--- src/rtl/barrett_3.sv ---
// Digit-serial MSD-first Barrett modular multiplier (radix 2^m) with a carry-save accumulator.
// Define BARRETT_QMU_DEBUG_EN to expose the per-cycle T*mu product on port q_mu.
module barrett_3 #(
  parameter int n = 24,
  parameter int m = 4
) (
  input  logic              CLK,
  input  logic              RST,
  input  logic [n-1:0]      X,
  input  logic [m-1:0]      Y_i,
  input  logic [n-1:0]      M,
  input  logic [m+4:0]      mu,
  output logic [n+m+11:0]   ZS_reg,
  output logic [n+m+11:0]   ZC_reg
`ifdef BARRETT_QMU_DEBUG_EN
  ,
  output logic [2*m+8:0]    q_mu
`endif
);

  localparam int W  = n + m + 12;
  localparam int TW = m + 4;
  localparam int PW = 2 * m + 9;

  logic [W-1:0]  zs_q, zs_d;
  logic [W-1:0]  zc_q, zc_d;
  logic [TW-1:0] t_est;
  logic [PW-1:0] t_mu;
  logic [TW-1:0] q_est;

  logic [W-1:0]  acc_s, acc_c, pp;
  logic [W-1:0]  m_sh, x_sh;
  logic [TW-1:0] q_sh;
  logic [m-1:0]  y_sh;

  // 3:2 compressor; the carry vector comes back already weighted by 2
  function automatic logic [2*W-1:0] csa(input logic [W-1:0] a,
                                         input logic [W-1:0] b,
                                         input logic [W-1:0] c);
    return {a ^ b ^ c, ((a & b) | (a & c) | (b & c)) << 1};
  endfunction

  // Quotient estimate needs the exact top field, so the full carry chain is resolved here
  always_comb begin
    t_est = TW'((zs_q + zc_q) >> (n - 1));
    t_mu  = PW'(t_est) * PW'(mu);
    q_est = TW'(t_mu >> (m + 5));
  end

  // Fold 2^m*Z, -2^m*q*M and X*Y_i into a new carry-save pair.
  // Each q*M partial product enters inverted; the TW missing +1s are added as one constant.
  always_comb begin
    acc_s = zs_q << m;
    acc_c = zc_q << m;
    pp    = '0;
    m_sh  = W'(M) << m;
    q_sh  = q_est;
    for (int j = 0; j < TW; j++) begin
      pp = m_sh & {W{q_sh[0]}};
      {acc_s, acc_c} = csa(acc_s, acc_c, ~pp);
      m_sh = m_sh << 1;
      q_sh = q_sh >> 1;
    end
    x_sh = W'(X);
    y_sh = Y_i;
    for (int j = 0; j < m; j++) begin
      pp = x_sh & {W{y_sh[0]}};
      {acc_s, acc_c} = csa(acc_s, acc_c, pp);
      x_sh = x_sh << 1;
      y_sh = y_sh >> 1;
    end
    {acc_s, acc_c} = csa(acc_s, acc_c, W'(TW));
    zs_d = acc_s;
    zc_d = acc_c;
  end

  always_ff @(posedge CLK or negedge RST) begin
    if (!RST) begin
      zs_q <= '0;
      zc_q <= '0;
    end else begin
      zs_q <= zs_d;
      zc_q <= zc_d;
    end
  end

  assign ZS_reg = zs_q;
  assign ZC_reg = zc_q;

`ifdef BARRETT_QMU_DEBUG_EN
  assign q_mu = t_mu;
`endif

endmodule

--- config.mk ---
export PLATFORM = sky130hd
export DESIGN_NAME = barrett_3
export DESIGN_NICKNAME = d
export VERILOG_FILES = /design/src/rtl/barrett_3.sv
export SDC_FILE = /design/constraint.sdc
export NUM_CORES = 1
export LEC_CHECK = 0
export ABC_AREA = 1
export BUFFER_PORTS_ARGS = -buffer_cell sky130_fd_sc_hd__buf_2
export CAP_MARGIN = 20
export CORE_ASPECT_RATIO = 0.9
export CORE_MARGIN = 2
export CORE_UTILIZATION = 46
export DETAILED_ROUTE_END_ITERATION = 6
export GPL_TIMING_DRIVEN = 1
export PLACE_DENSITY = 0.68
export SKIP_CTS_REPAIR_TIMING = 1
export SYNTH_ARGS = -nofsm -noshare
export SYNTH_HDL_FRONTEND = slang
export SYNTH_SLANG_ARGS = --single-unit
--- constraint.sdc ---
create_clock -name CLK -period 23.6 [get_ports CLK]
set_clock_uncertainty 0.2 [all_clocks]
set_input_delay 0 -clock CLK [delete_from_list [all_inputs] [get_ports CLK]]
set_output_delay 0 -clock CLK [all_outputs]
set_load 0.01 [all_outputs]
==> flow_results.xml, run 1 <==
<?xml version="1.0" encoding="UTF-8"?>
<metrics>
  <group name="finish">
    <metric name="num_antenna_cells" unit="">0</metric>
    <metric name="drive_gt1_share" unit="%">14.5</metric>
    <metric name="syn_to_final_growth" unit="%">9.39</metric>
    <metric name="finish.instance_area" unit="um^2">17100</metric>
    <metric name="nFillCells" unit="">3183</metric>
    <metric name="finalNetCount" unit="">2383</metric>
    <metric name="largest_register_ff_count" unit="">40</metric>
  </group>
  <group name="global_routing">
    <metric name="via_count_of_the_first_global_routing_pass" unit="">11800</metric>
    <metric name="globalRouteMet3Util" unit="%">4.18</metric>
    <metric name="grt_overflow_total" unit="">0</metric>
    <metric name="grt-busiest-layer" unit="">met2</metric>
    <metric name="grtUsageMet1" unit="%">32.3</metric>
    <metric name="global_route.usage.met2" unit="%">36.6</metric>
    <metric name="first_pass_grt_wire_length" unit="um">62300</metric>
    <metric name="grt_max_degree" unit="">77</metric>
    <metric name="grt_antenna_before_repair" unit="">1</metric>
    <metric name="globalRouteTotalUtil" unit="%">23.1</metric>
  </group>
  <group name="worst_setup_path">
    <metric name="worstPathRequired" unit="ps">23640</metric>
    <metric name="setup_slack_of_the_worst_register_to_register_path" unit="ps">10680</metric>
    <metric name="start_kind" unit="">flip-flop</metric>
    <metric name="cpPeakStageDelay" unit="ps">590</metric>
    <metric name="path_max_fanout" unit="">23</metric>
    <metric name="cpMostUsedCell" unit="">sky130_fd_sc_hd__fa_1</metric>
    <metric name="critical_path_class" unit="">reg2reg</metric>
    <metric name="end_kind" unit="">flip-flop</metric>
    <metric name="worst-endpoint-arrival" unit="ps">12960</metric>
    <metric name="critical-path-slowest-cell" unit="">sky130_fd_sc_hd__fa_1</metric>
  </group>
  <group name="worst_hold_path">
    <metric name="worst_hold_path_type" unit="">in2reg</metric>
  </group>
  <group name="clocking">
    <metric name="cts_buffers" unit="">9</metric>
    <metric name="worst_skew_pair.late_latency" unit="ps">370</metric>
    <metric name="cts_tree" unit="">built</metric>
    <metric name="clock_path_buffers" unit="">2</metric>
    <metric name="cts.sinks" unit="">76</metric>
    <metric name="clock_slew_at_the_register_clock_pins_of_the_worst_setup_and_hold_paths" unit="ps">70</metric>
    <metric name="cts_root_buffer" unit="">sky130_fd_sc_hd__clkbuf_16</metric>
    <metric name="cts_max_level" unit="">3</metric>
  </group>
  <group name="drt">
    <metric name="initialDrtViolationCount" unit="">698</metric>
    <metric name="vias" unit="">11100</metric>
    <metric name="vias_per_cell" unit="">4.96</metric>
    <metric name="detail_route.drc_violations" unit="">0</metric>
    <metric name="firstDrtPassIters" unit="">5</metric>
    <metric name="routed_wl" unit="um">38000</metric>
    <metric name="route.antenna.remaining_nets" unit="">0</metric>
    <metric name="wl_per_cell" unit="um">16.9</metric>
  </group>
  <group name="timing">
    <metric name="final.hold.worst_slack" unit="ps">-13.2</metric>
    <metric name="worst-slew-pin-transition" unit="ps">707</metric>
    <metric name="max_clock_freq" unit="MHz">77.4</metric>
    <metric name="timing.max_slew.rel_slack" unit="%">52.7</metric>
    <metric name="final_min_period_over_clock_period" unit="%">54.8</metric>
    <metric name="rsz0062_at_grt" unit="">false</metric>
    <metric name="finalHoldViolations" unit="">1</metric>
    <metric name="finalSetupTns" unit="ps">0</metric>
    <metric name="setup_viol" unit="">0</metric>
    <metric name="timing_max_transition_violations_final" unit="">0</metric>
    <metric name="min_period" unit="ps">12920</metric>
  </group>
  <group name="floorplan">
    <metric name="initial_utilization" unit="%">46.4</metric>
    <metric name="die_h" unit="um">179</metric>
    <metric name="ioPinCount" unit="">143</metric>
    <metric name="placement_rows" unit="">64</metric>
    <metric name="dieArea" unit="um^2">35600</metric>
    <metric name="die-width" unit="um">199</metric>
    <metric name="fp.coreArea" unit="um^2">33800</metric>
  </group>
  <group name="synth">
    <metric name="yosys_reg_bits" unit="">76</metric>
    <metric name="netlist.area_leader.share" unit="%">39.9</metric>
    <metric name="synth_enable_flop_cells" unit="">0</metric>
    <metric name="async_set_or_reset_flop_fraction_in_the_synthesized_netlist" unit="%">100</metric>
    <metric name="post_synth.cell_area_avg" unit="um^2">9.50</metric>
    <metric name="cell_type_with_the_highest_aggregate_area_in_the_netlist" unit="">sky130_fd_sc_hd__fa_1</metric>
    <metric name="syn-cell-area" unit="um^2">15700</metric>
    <metric name="ys_seq_area_share" unit="%">12.1</metric>
    <metric name="synth_area_leaders" unit="">sky130_fd_sc_hd__fa_1 (40%), sky130_fd_sc_hd__ha_1 (18%), sky130_fd_sc_hd__dfrtp_1 (12%)</metric>
    <metric name="netlist-cell-type-count" unit="">43</metric>
    <metric name="synth_top_flop_cell" unit="">sky130_fd_sc_hd__dfrtp_1</metric>
    <metric name="synth-warning-count" unit="">0</metric>
    <metric name="synth_cells" unit="">1649</metric>
  </group>
  <group name="placed_design">
    <metric name="place_congestion" unit="">0.920</metric>
    <metric name="detailedPlacementHpwl" unit="um">33100</metric>
    <metric name="port-buffer-count" unit="">138</metric>
    <metric name="placed_area" unit="um^2">16700</metric>
  </group>
  <group name="job">
    <metric name="maxCapViolCount" unit="">0</metric>
  </group>
  <group name="run_status">
    <metric name="failed_checks" unit="">negative hold slack</metric>
    <metric name="run_status" unit="">finished, violations left</metric>
  </group>
</metrics>
## cell families after synthesis
kind of cell | Yosys count | share of synthesized area (%)
xor+xnor | 20 | 1.17
flops | 76 | 12.1
simple gates | 523 | 15.4
fa+ha+maj | 541 | 58.2
compound gates | 46 | 1.67
buf+inv | 442 | 11.4
other cells | 1 | 0.0239
## stage by stage
stage	hold WS, ps	cells	utilization, %	setup WS [ps]
floorplan	-496	1652	-	12060
global placement	38.3	2223	49.5	10890
CTS	-336	2239	50.4	10670
detailed placement	42.4	2223	49.5	10720
global route	28.2	2246	50.7	10080
finish	-13.2	2246	50.7	10680
## critical path: cells and delay by family (launching register included)
family	cells	cell delay, ps
AOI/OAI and AO/OA	3	640
xor gates and xnor gates	1	580
adders and majority gates	19	8750
buffers and inverters	9	920
DFF	1	480
and+or+nand+nor	12	1210
## Yosys cell counts, drive strengths merged (2+ instances only)
cell    count
xnor2      14
nor2      203
o21ai      10
ha        229
dfrtp      76
or2        14
nand4       3
nor3        6
fa        312
buf        22
inv       412
nand3      49
nand2     244
a211oi      3
xor2        6
clkbuf      8
a21oi      30
nand3b      2
## per-layer routing
| layer | wire length (um) | up-vias | part of all wire, % |
|---|---|---|---|
| li1 | - | 5126 | - |
| met1 | 16800 | 5653 | 44 |
| met4 | 1020 | 0 | 2.7 |
| met2 | 17900 | 303 | 47 |
| met3 | 2300 | 61 | 6.0 |
| met5 | 0 | - | 0 |
## worst paths after layout
| path | depth (start not counted) | start | end |
|---|---|---|---|
| worst max-delay path | 44 | ZS_reg[15]$_DFF_PN0_ | ZS_reg[13]$_DFF_PN0_ |
| worst min-delay path | 5 | X[9] | ZS_reg[12]$_DFF_PN0_ |
| max in group asynchronous | 4 | RST | ZC_reg[7]$_DFF_PN0_ |
| worst min register to register | 4 | ZS_reg[35]$_DFF_PN0_ | ZS_reg[39]$_DFF_PN0_ |
| worst max register to register | 44 | ZS_reg[15]$_DFF_PN0_ | ZS_reg[13]$_DFF_PN0_ |
| min in group asynchronous | 4 | RST | ZS_reg[24]$_DFF_PN0_ |
## placed cells by master, fill, tap and decap left out, types with 5 or more instances in the layout
master and count:
sky130_fd_sc_hd__inv_1 408, sky130_fd_sc_hd__fa_1 312, sky130_fd_sc_hd__ha_1 229, sky130_fd_sc_hd__nand2_1 202, sky130_fd_sc_hd__nor2_1 161, sky130_fd_sc_hd__buf_2 137, sky130_fd_sc_hd__dfrtp_1 76, sky130_fd_sc_hd__nand3_1 41
sky130_fd_sc_hd__nand2_2 38, sky130_fd_sc_hd__nor2_2 38, sky130_fd_sc_hd__a21oi_1 29, sky130_fd_sc_hd__xnor2_1 13, sky130_fd_sc_hd__or2_1 13, sky130_fd_sc_hd__clkbuf_16 9, sky130_fd_sc_hd__o21ai_0 7, sky130_fd_sc_hd__nand3_2 6
sky130_fd_sc_hd__xor2_1 6, sky130_fd_sc_hd__nor3_1 5, sky130_fd_sc_hd__dlygate4sd3_1 5
## area by class of cell
cell class | instances | area, um^2 | area share [%]
timing repair buffer | 146 | 798 | 4.66
tap | 462 | 578 | 3.37
inverter | 412 | 1550 | 9.02
clock buffer | 11 | 243 | 1.42
multi-input combinational | 1134 | 12000 | 69.9
clock inverter | 5 | 85.1 | 0.496
sequential | 76 | 1900 | 11.1
Power of run 1 is left out: the tool's default activity adds up to more than one toggle a clock period on the data nets, which glitch-free logic cannot reach.
==> run 2, diff against run 1 <==
--- a/config.mk
+++ b/config.mk
@@ -13,7 +13,7 @@
 export CORE_UTILIZATION = 46
 export DETAILED_ROUTE_END_ITERATION = 6
 export GPL_TIMING_DRIVEN = 1
-export PLACE_DENSITY = 0.68
+export PLACE_DENSITY = 0.71
 export SKIP_CTS_REPAIR_TIMING = 1
 export SYNTH_ARGS = -nofsm -noshare
 export SYNTH_HDL_FRONTEND = slang
==> constraint.sdc (replaced) <==
create_clock -name CLK -period 11.4 [get_ports CLK]
set_clock_uncertainty 0.2 [all_clocks]
set_input_delay 0 -clock CLK [delete_from_list [all_inputs] [get_ports CLK]]
set_output_delay 0 -clock CLK [all_outputs]
set_load 0.01 [all_outputs]
==> run 2 against run 1 <==
  * Critical path type unchanged
  * The run ends with negative hold slack, negative setup slack left
  * Final cell count is 6.7% higher
  * Worst setup slack worse by 11000 ps
  * Die area is the same
  * Wire length increased by 9.6%
==> flow_results.xml, run 2 (synthesis results as in run 1) <==
<?xml version="1.0" encoding="UTF-8"?>
<metrics>
  <group name="clocking">
    <metric name="cts.sinks" unit="">76</metric>
    <metric name="cts_max_level" unit="">3</metric>
    <metric name="cts_tree" unit="">built</metric>
    <metric name="worst_skew_pair.late_latency" unit="ps">360</metric>
    <metric name="clock_slew_at_the_register_clock_pins_of_the_worst_setup_and_hold_paths" unit="ps">70</metric>
    <metric name="clock_path_buffers" unit="">2</metric>
    <metric name="cts_root_buffer" unit="">sky130_fd_sc_hd__clkbuf_16</metric>
    <metric name="cts_buffers" unit="">9</metric>
  </group>
  <group name="worst_setup_path">
    <metric name="cpMostUsedCell" unit="">sky130_fd_sc_hd__fa_1</metric>
    <metric name="start_kind" unit="">flip-flop</metric>
    <metric name="critical-path-slowest-cell" unit="">sky130_fd_sc_hd__fa_1</metric>
    <metric name="timing.rr.end" unit="">ZS_reg[22]$_DFF_PN0_</metric>
    <metric name="worstPathRequired" unit="ps">11450</metric>
    <metric name="worst-endpoint-arrival" unit="ps">11970</metric>
    <metric name="worst-path-stages" unit="">45</metric>
    <metric name="end_kind" unit="">flip-flop</metric>
    <metric name="path_max_fanout" unit="">7</metric>
    <metric name="worstReg2RegStart" unit="">ZC_reg[18]$_DFF_PN0_</metric>
    <metric name="setup_slack_of_the_worst_register_to_register_path" unit="ps">-520</metric>
    <metric name="critical-path-top-delay-family" unit="">adder cells</metric>
    <metric name="cpPeakStageDelay" unit="ps">560</metric>
    <metric name="timing.reg2reg.worst_path_depth" unit="">45</metric>
    <metric name="critical_path_class" unit="">reg2reg</metric>
    <metric name="critPathBufInv" unit="">11</metric>
  </group>
  <group name="timing">
    <metric name="rsz0062_at_grt" unit="">true</metric>
    <metric name="timing.max_slew.rel_slack" unit="%">59.2</metric>
    <metric name="final.hold.worst_slack" unit="ps">-32.7</metric>
    <metric name="setup_viol" unit="">35</metric>
    <metric name="finalWorstSetupSlack" unit="ps">-521</metric>
    <metric name="max_clock_freq" unit="MHz">83.9</metric>
    <metric name="worst-slew-pin-transition" unit="ps">612</metric>
    <metric name="finalHoldViolations" unit="">34</metric>
    <metric name="final_min_period_over_clock_period" unit="%">105</metric>
    <metric name="timing_max_transition_violations_final" unit="">0</metric>
    <metric name="finalSetupTns" unit="ps">-12600</metric>
    <metric name="min_period" unit="ps">11920</metric>
  </group>
  <group name="finish">
    <metric name="seqCellArea" unit="um^2">1900</metric>
    <metric name="syn_to_final_growth" unit="%">21.4</metric>
    <metric name="mostFrequentLayoutCell" unit="">sky130_fd_sc_hd__inv_1</metric>
    <metric name="nFillCells" unit="">2870</metric>
    <metric name="layout_common_cells" unit="">sky130_fd_sc_hd__inv_1 (374), sky130_fd_sc_hd__fa_1 (277), sky130_fd_sc_hd__nand2_1 (194)</metric>
    <metric name="largest_register_ff_count" unit="">40</metric>
    <metric name="multi_input_area" unit="um^2">12700</metric>
    <metric name="drive_gt1_share" unit="%">28.1</metric>
    <metric name="finalNetCount" unit="">2532</metric>
  </group>
  <group name="floorplan">
    <metric name="ioPinCount" unit="">143</metric>
    <metric name="die_h" unit="um">179</metric>
    <metric name="die-width" unit="um">199</metric>
    <metric name="fp.coreArea" unit="um^2">33800</metric>
    <metric name="dieArea" unit="um^2">35600</metric>
    <metric name="initial_utilization" unit="%">46.4</metric>
    <metric name="placement_rows" unit="">64</metric>
  </group>
  <group name="drt">
    <metric name="initialDrtViolationCount" unit="">748</metric>
    <metric name="routed_wl" unit="um">41700</metric>
    <metric name="vias_per_cell" unit="">4.95</metric>
    <metric name="wl_per_cell" unit="um">17.4</metric>
    <metric name="firstDrtPassIters" unit="">5</metric>
    <metric name="detail_route.drc_violations" unit="">0</metric>
    <metric name="route.antenna.remaining_nets" unit="">0</metric>
    <metric name="vias" unit="">11900</metric>
  </group>
  <group name="global_routing">
    <metric name="grt_max_degree" unit="">42</metric>
    <metric name="grt_overflow_total" unit="">0</metric>
    <metric name="grt_antenna_before_repair" unit="">0</metric>
    <metric name="via_count_of_the_first_global_routing_pass" unit="">12400</metric>
    <metric name="globalRouteTotalUtil" unit="%">23.9</metric>
    <metric name="first_pass_grt_wire_length" unit="um">64500</metric>
  </group>
  <group name="worst_hold_path">
    <metric name="worst_hold_path_type" unit="">in2async</metric>
  </group>
  <group name="job">
    <metric name="maxCapViolCount" unit="">0</metric>
  </group>
  <group name="placed_design">
    <metric name="place_congestion" unit="">0.994</metric>
    <metric name="port-buffer-count" unit="">138</metric>
    <metric name="detailedPlacementHpwl" unit="um">35500</metric>
  </group>
  <group name="run_status">
    <metric name="failed_checks" unit="">negative hold slack, negative setup slack</metric>
    <metric name="run_status" unit="">finished, violations left</metric>
  </group>
</metrics>
[run 2: cell types whose count changed in the layout (fill, tap and decap cells not counted), sizes merged]
| cell | delta |
|---|---|
| buf | +149 |
| inv | +5 |
| bufinv | -2 |
| clkbuf | -1 |
| clkinvlp | -1 |
| diode | +1 |
| dlygate4sd3 | -1 |
[run 2: how the worst max path moves through the flow]
| stage | startpoint | to |
|---|---|---|
| after floorplan | ZC_reg[18]$_DFF_PN0_ | ZS_reg[19]$_DFF_PN0_ |
| after global placement | ZC_reg[15]$_DFF_PN0_ | ZS_reg[13]$_DFF_PN0_ |
| after detailed placement | ZC_reg[15]$_DFF_PN0_ | ZS_reg[23]$_DFF_PN0_ |
| after CTS | ZC_reg[15]$_DFF_PN0_ | ZS_reg[13]$_DFF_PN0_ |
| after global routing | ZC_reg[18]$_DFF_PN0_ | ZS_reg[22]$_DFF_PN0_ |
| final | ZC_reg[18]$_DFF_PN0_ | ZS_reg[22]$_DFF_PN0_ |
[run 2: cell type report]
| cell class | count | area share (%) |
|---|---|---|
| Clock buffer | 9 | 1.18 |
| Sequential cell | 76 | 10.0 |
| Multi-Input combinational cell | 1134 | 66.8 |
| Tap cell | 462 | 3.04 |
| Antenna cell | 1 | 0.0132 |
| Inverter | 412 | 8.15 |
| Timing Repair Buffer | 295 | 10.5 |
| Clock inverter | 7 | 0.336 |
[run 2: metal layers]
metal / routed length (um) / share of wire [%] / up-vias / track usage [%]
met5: 0 / 0 / - / 0
met4: 712 / 1.7 / 0 / 6.06
met3: 3110 / 7.5 / 55 / 4.48
met2: 19800 / 47 / 367 / 37.9
met1: 18100 / 43 / 6008 / 34.1
li1: - / - / 5420 / -
[run 2: stage by stage]
| step | hold slack (ps) | setup slack (ps) | cells | utilization (%) | area, um^2 |
|---|---|---|---|---|---|
| detailed placement | -173 | -675 | 2359 | 52.7 | 17800 |
| global placement | -177 | -557 | 2359 | 52.7 | 17800 |
| global route | 15.7 | -906 | 2395 | 56.3 | 19000 |
| finish | -32.7 | -521 | 2396 | 56.3 | 19000 |
| CTS | -562 | -714 | 2375 | 53.6 | 18100 |
| floorplan | -496 | -67.3 | 1652 | - | 15700 |
Power of run 2 is left out for the same reason.
==> run 3, diff against run 2 <==
--- a/config.mk
+++ b/config.mk
@@ -14,6 +14,7 @@
 export DETAILED_ROUTE_END_ITERATION = 6
 export GPL_TIMING_DRIVEN = 1
 export PLACE_DENSITY = 0.71
+export SETUP_SLACK_MARGIN = 0.15
 export SKIP_CTS_REPAIR_TIMING = 1
 export SYNTH_ARGS = -nofsm -noshare
 export SYNTH_HDL_FRONTEND = slang
==> run 3 against run 2 <==
  * The run still ends with negative hold slack, negative setup slack left
  * Utilization hardly changed
  * Via count down 1.2%
  * Cell area about the same
  * Worst setup slack worse by 240 ps
  * First-iteration DRC count shrank 17%
  * Sequential cell count did not move
  * Sequential share of layout area is essentially flat
  * Final cell count is essentially flat
  * Maximum frequency fell by 2.0%
  * Critical path depth grew 3
  * Global-route usage is 0.35 points lower
  * Wire length shrank 2.1%
  * Largest cell class unchanged
  * Highest routed layer unchanged
==> flow_results.xml, run 3 (synthesis results as in run 1) <==
<?xml version="1.0" encoding="UTF-8"?>
<metrics>
  <group name="drt">
    <metric name="firstDrtPassIters" unit="">5</metric>
    <metric name="routed_wl" unit="um">40800</metric>
    <metric name="initialDrtViolationCount" unit="">618</metric>
    <metric name="route.antenna.remaining_nets" unit="">0</metric>
    <metric name="wl_per_cell" unit="um">17.0</metric>
    <metric name="vias" unit="">11700</metric>
    <metric name="detail_route.drc_violations" unit="">0</metric>
    <metric name="vias_per_cell" unit="">4.89</metric>
  </group>
  <group name="finish">
    <metric name="drive_gt1_share" unit="%">28.5</metric>
    <metric name="finish.instance_area" unit="um^2">19000</metric>
    <metric name="multi_input_area" unit="um^2">12700</metric>
    <metric name="seqCellArea" unit="um^2">1900</metric>
    <metric name="mostFrequentLayoutCell" unit="">sky130_fd_sc_hd__inv_1</metric>
    <metric name="largest_register_ff_count" unit="">40</metric>
    <metric name="syn_to_final_growth" unit="%">21.3</metric>
    <metric name="finalNetCount" unit="">2531</metric>
    <metric name="nFillCells" unit="">2972</metric>
    <metric name="layout_common_cells" unit="">sky130_fd_sc_hd__inv_1 (371), sky130_fd_sc_hd__fa_1 (278), sky130_fd_sc_hd__nand2_1 (188)</metric>
  </group>
  <group name="clocking">
    <metric name="cts.sinks" unit="">76</metric>
    <metric name="cts_max_level" unit="">3</metric>
    <metric name="clock_slew_at_the_register_clock_pins_of_the_worst_setup_and_hold_paths" unit="ps">70</metric>
    <metric name="cts_root_buffer" unit="">sky130_fd_sc_hd__clkbuf_16</metric>
    <metric name="clock_path_buffers" unit="">2</metric>
    <metric name="cts_buffers" unit="">9</metric>
    <metric name="worst_skew_pair.late_latency" unit="ps">370</metric>
    <metric name="cts_tree" unit="">built</metric>
  </group>
  <group name="worst_setup_path">
    <metric name="critical_path_class" unit="">reg2reg</metric>
    <metric name="worstPathRequired" unit="ps">11510</metric>
    <metric name="worst-endpoint-arrival" unit="ps">12270</metric>
    <metric name="end_kind" unit="">flip-flop</metric>
    <metric name="timing.reg2reg.worst_path_depth" unit="">48</metric>
    <metric name="critical-path-slowest-cell" unit="">sky130_fd_sc_hd__fa_1</metric>
    <metric name="path_max_fanout" unit="">6</metric>
    <metric name="cpMostUsedCell" unit="">sky130_fd_sc_hd__fa_1</metric>
    <metric name="start_kind" unit="">flip-flop</metric>
    <metric name="cpPeakStageDelay" unit="ps">590</metric>
  </group>
  <group name="timing">
    <metric name="final_min_period_over_clock_period" unit="%">107</metric>
    <metric name="timing.max_slew.rel_slack" unit="%">60.2</metric>
    <metric name="final.hold.worst_slack" unit="ps">-3.46</metric>
    <metric name="min_period" unit="ps">12160</metric>
    <metric name="finalWorstSetupSlack" unit="ps">-758</metric>
    <metric name="rsz0062_at_grt" unit="">true</metric>
    <metric name="setup_viol" unit="">36</metric>
    <metric name="worst-slew-pin-transition" unit="ps">598</metric>
    <metric name="timing_max_transition_violations_final" unit="">0</metric>
    <metric name="finalHoldViolations" unit="">1</metric>
    <metric name="max_clock_freq" unit="MHz">82.2</metric>
  </group>
  <group name="placed_design">
    <metric name="placed_area" unit="um^2">17900</metric>
    <metric name="port-buffer-count" unit="">138</metric>
    <metric name="detailedPlace.worstSlack" unit="ps">-724</metric>
    <metric name="place_congestion" unit="">0.956</metric>
    <metric name="detailedPlacementHpwl" unit="um">34200</metric>
  </group>
  <group name="global_routing">
    <metric name="first_pass_grt_wire_length" unit="um">63700</metric>
    <metric name="globalRouteTotalUtil" unit="%">23.6</metric>
    <metric name="grt_overflow_total" unit="">0</metric>
    <metric name="grt_max_degree" unit="">77</metric>
    <metric name="via_count_of_the_first_global_routing_pass" unit="">12200</metric>
    <metric name="grt_antenna_before_repair" unit="">2</metric>
  </group>
  <group name="run_status">
    <metric name="failed_checks" unit="">negative hold slack, negative setup slack</metric>
    <metric name="run_status" unit="">finished, violations left</metric>
  </group>
  <group name="floorplan">
    <metric name="initial_utilization" unit="%">46.4</metric>
    <metric name="die-width" unit="um">199</metric>
    <metric name="fp.coreArea" unit="um^2">33800</metric>
    <metric name="die_h" unit="um">179</metric>
    <metric name="ioPinCount" unit="">143</metric>
    <metric name="placement_rows" unit="">64</metric>
    <metric name="dieArea" unit="um^2">35600</metric>
  </group>
  <group name="worst_hold_path">
    <metric name="worst_hold_path_type" unit="">in2async</metric>
  </group>
  <group name="job">
    <metric name="maxCapViolCount" unit="">0</metric>
  </group>
</metrics>
## run 3: critical path, delay by kind of cell (launching register included)
kind                     cells  cell delay (ps)
buffers and inverters       10              730
adder cells (fa/ha/maj)     19             8840
flip-flops                   1              420
AND/OR/NAND/NOR             16             1450
AO/OA/AOI/OAI                3              460
## run 3: area by class of cell
cell class	count	area share, %
tap	462	3.04
antenna	2	0.0263
inverter	412	8.15
timing repair buffer	294	10.4
sequential	76	10.0
clock inverter	5	0.277
multi-input combinational	1134	66.9
clock buffer	10	1.26
## run 3: through the flow
step,std cells,util (%),hold slack [ps],setup TNS (ps)
global route,2395,56.2,46.8,-32380
floorplan,1652,-,-496,0
CTS,2372,53.7,-344,-21420
global placement,2357,52.8,35.8,-17130
detailed placement,2357,52.8,41.4,-19010
finish,2395,56.2,-3.46,-17270
## run 3: metal layers
| metal | part of all wire (%) | routed length, um | track usage [%] | vias to the layer above |
|---|---|---|---|---|
| met1 | 45 | 18300 | 33.2 | 5939 |
| met5 | 0 | 0 | 0 | - |
| met3 | 6.2 | 2530 | 4.51 | 48 |
| li1 | - | - | - | 5413 |
| met2 | 47 | 19300 | 38.0 | 302 |
| met4 | 1.6 | 662 | 5.47 | 0 |
## run 3: worst paths after layout
check / slack [ps] / from / end
worst max-delay path: -760 / ZS_reg[17]$_DFF_PN0_ / ZS_reg[18]$_DFF_PN0_
max in group asynchronous: 10050 / RST / ZS_reg[35]$_DFF_PN0_
worst min-delay path: -3 / RST / ZS_reg[38]$_DFF_PN0_
min in group CLK: 0 / X[2] / ZS_reg[5]$_DFF_PN0_
worst min register to register: 690 / ZS_reg[35]$_DFF_PN0_ / ZS_reg[39]$_DFF_PN0_
worst max register to register: -760 / ZS_reg[17]$_DFF_PN0_ / ZS_reg[18]$_DFF_PN0_
Power of run 3 is left out for the same reason.
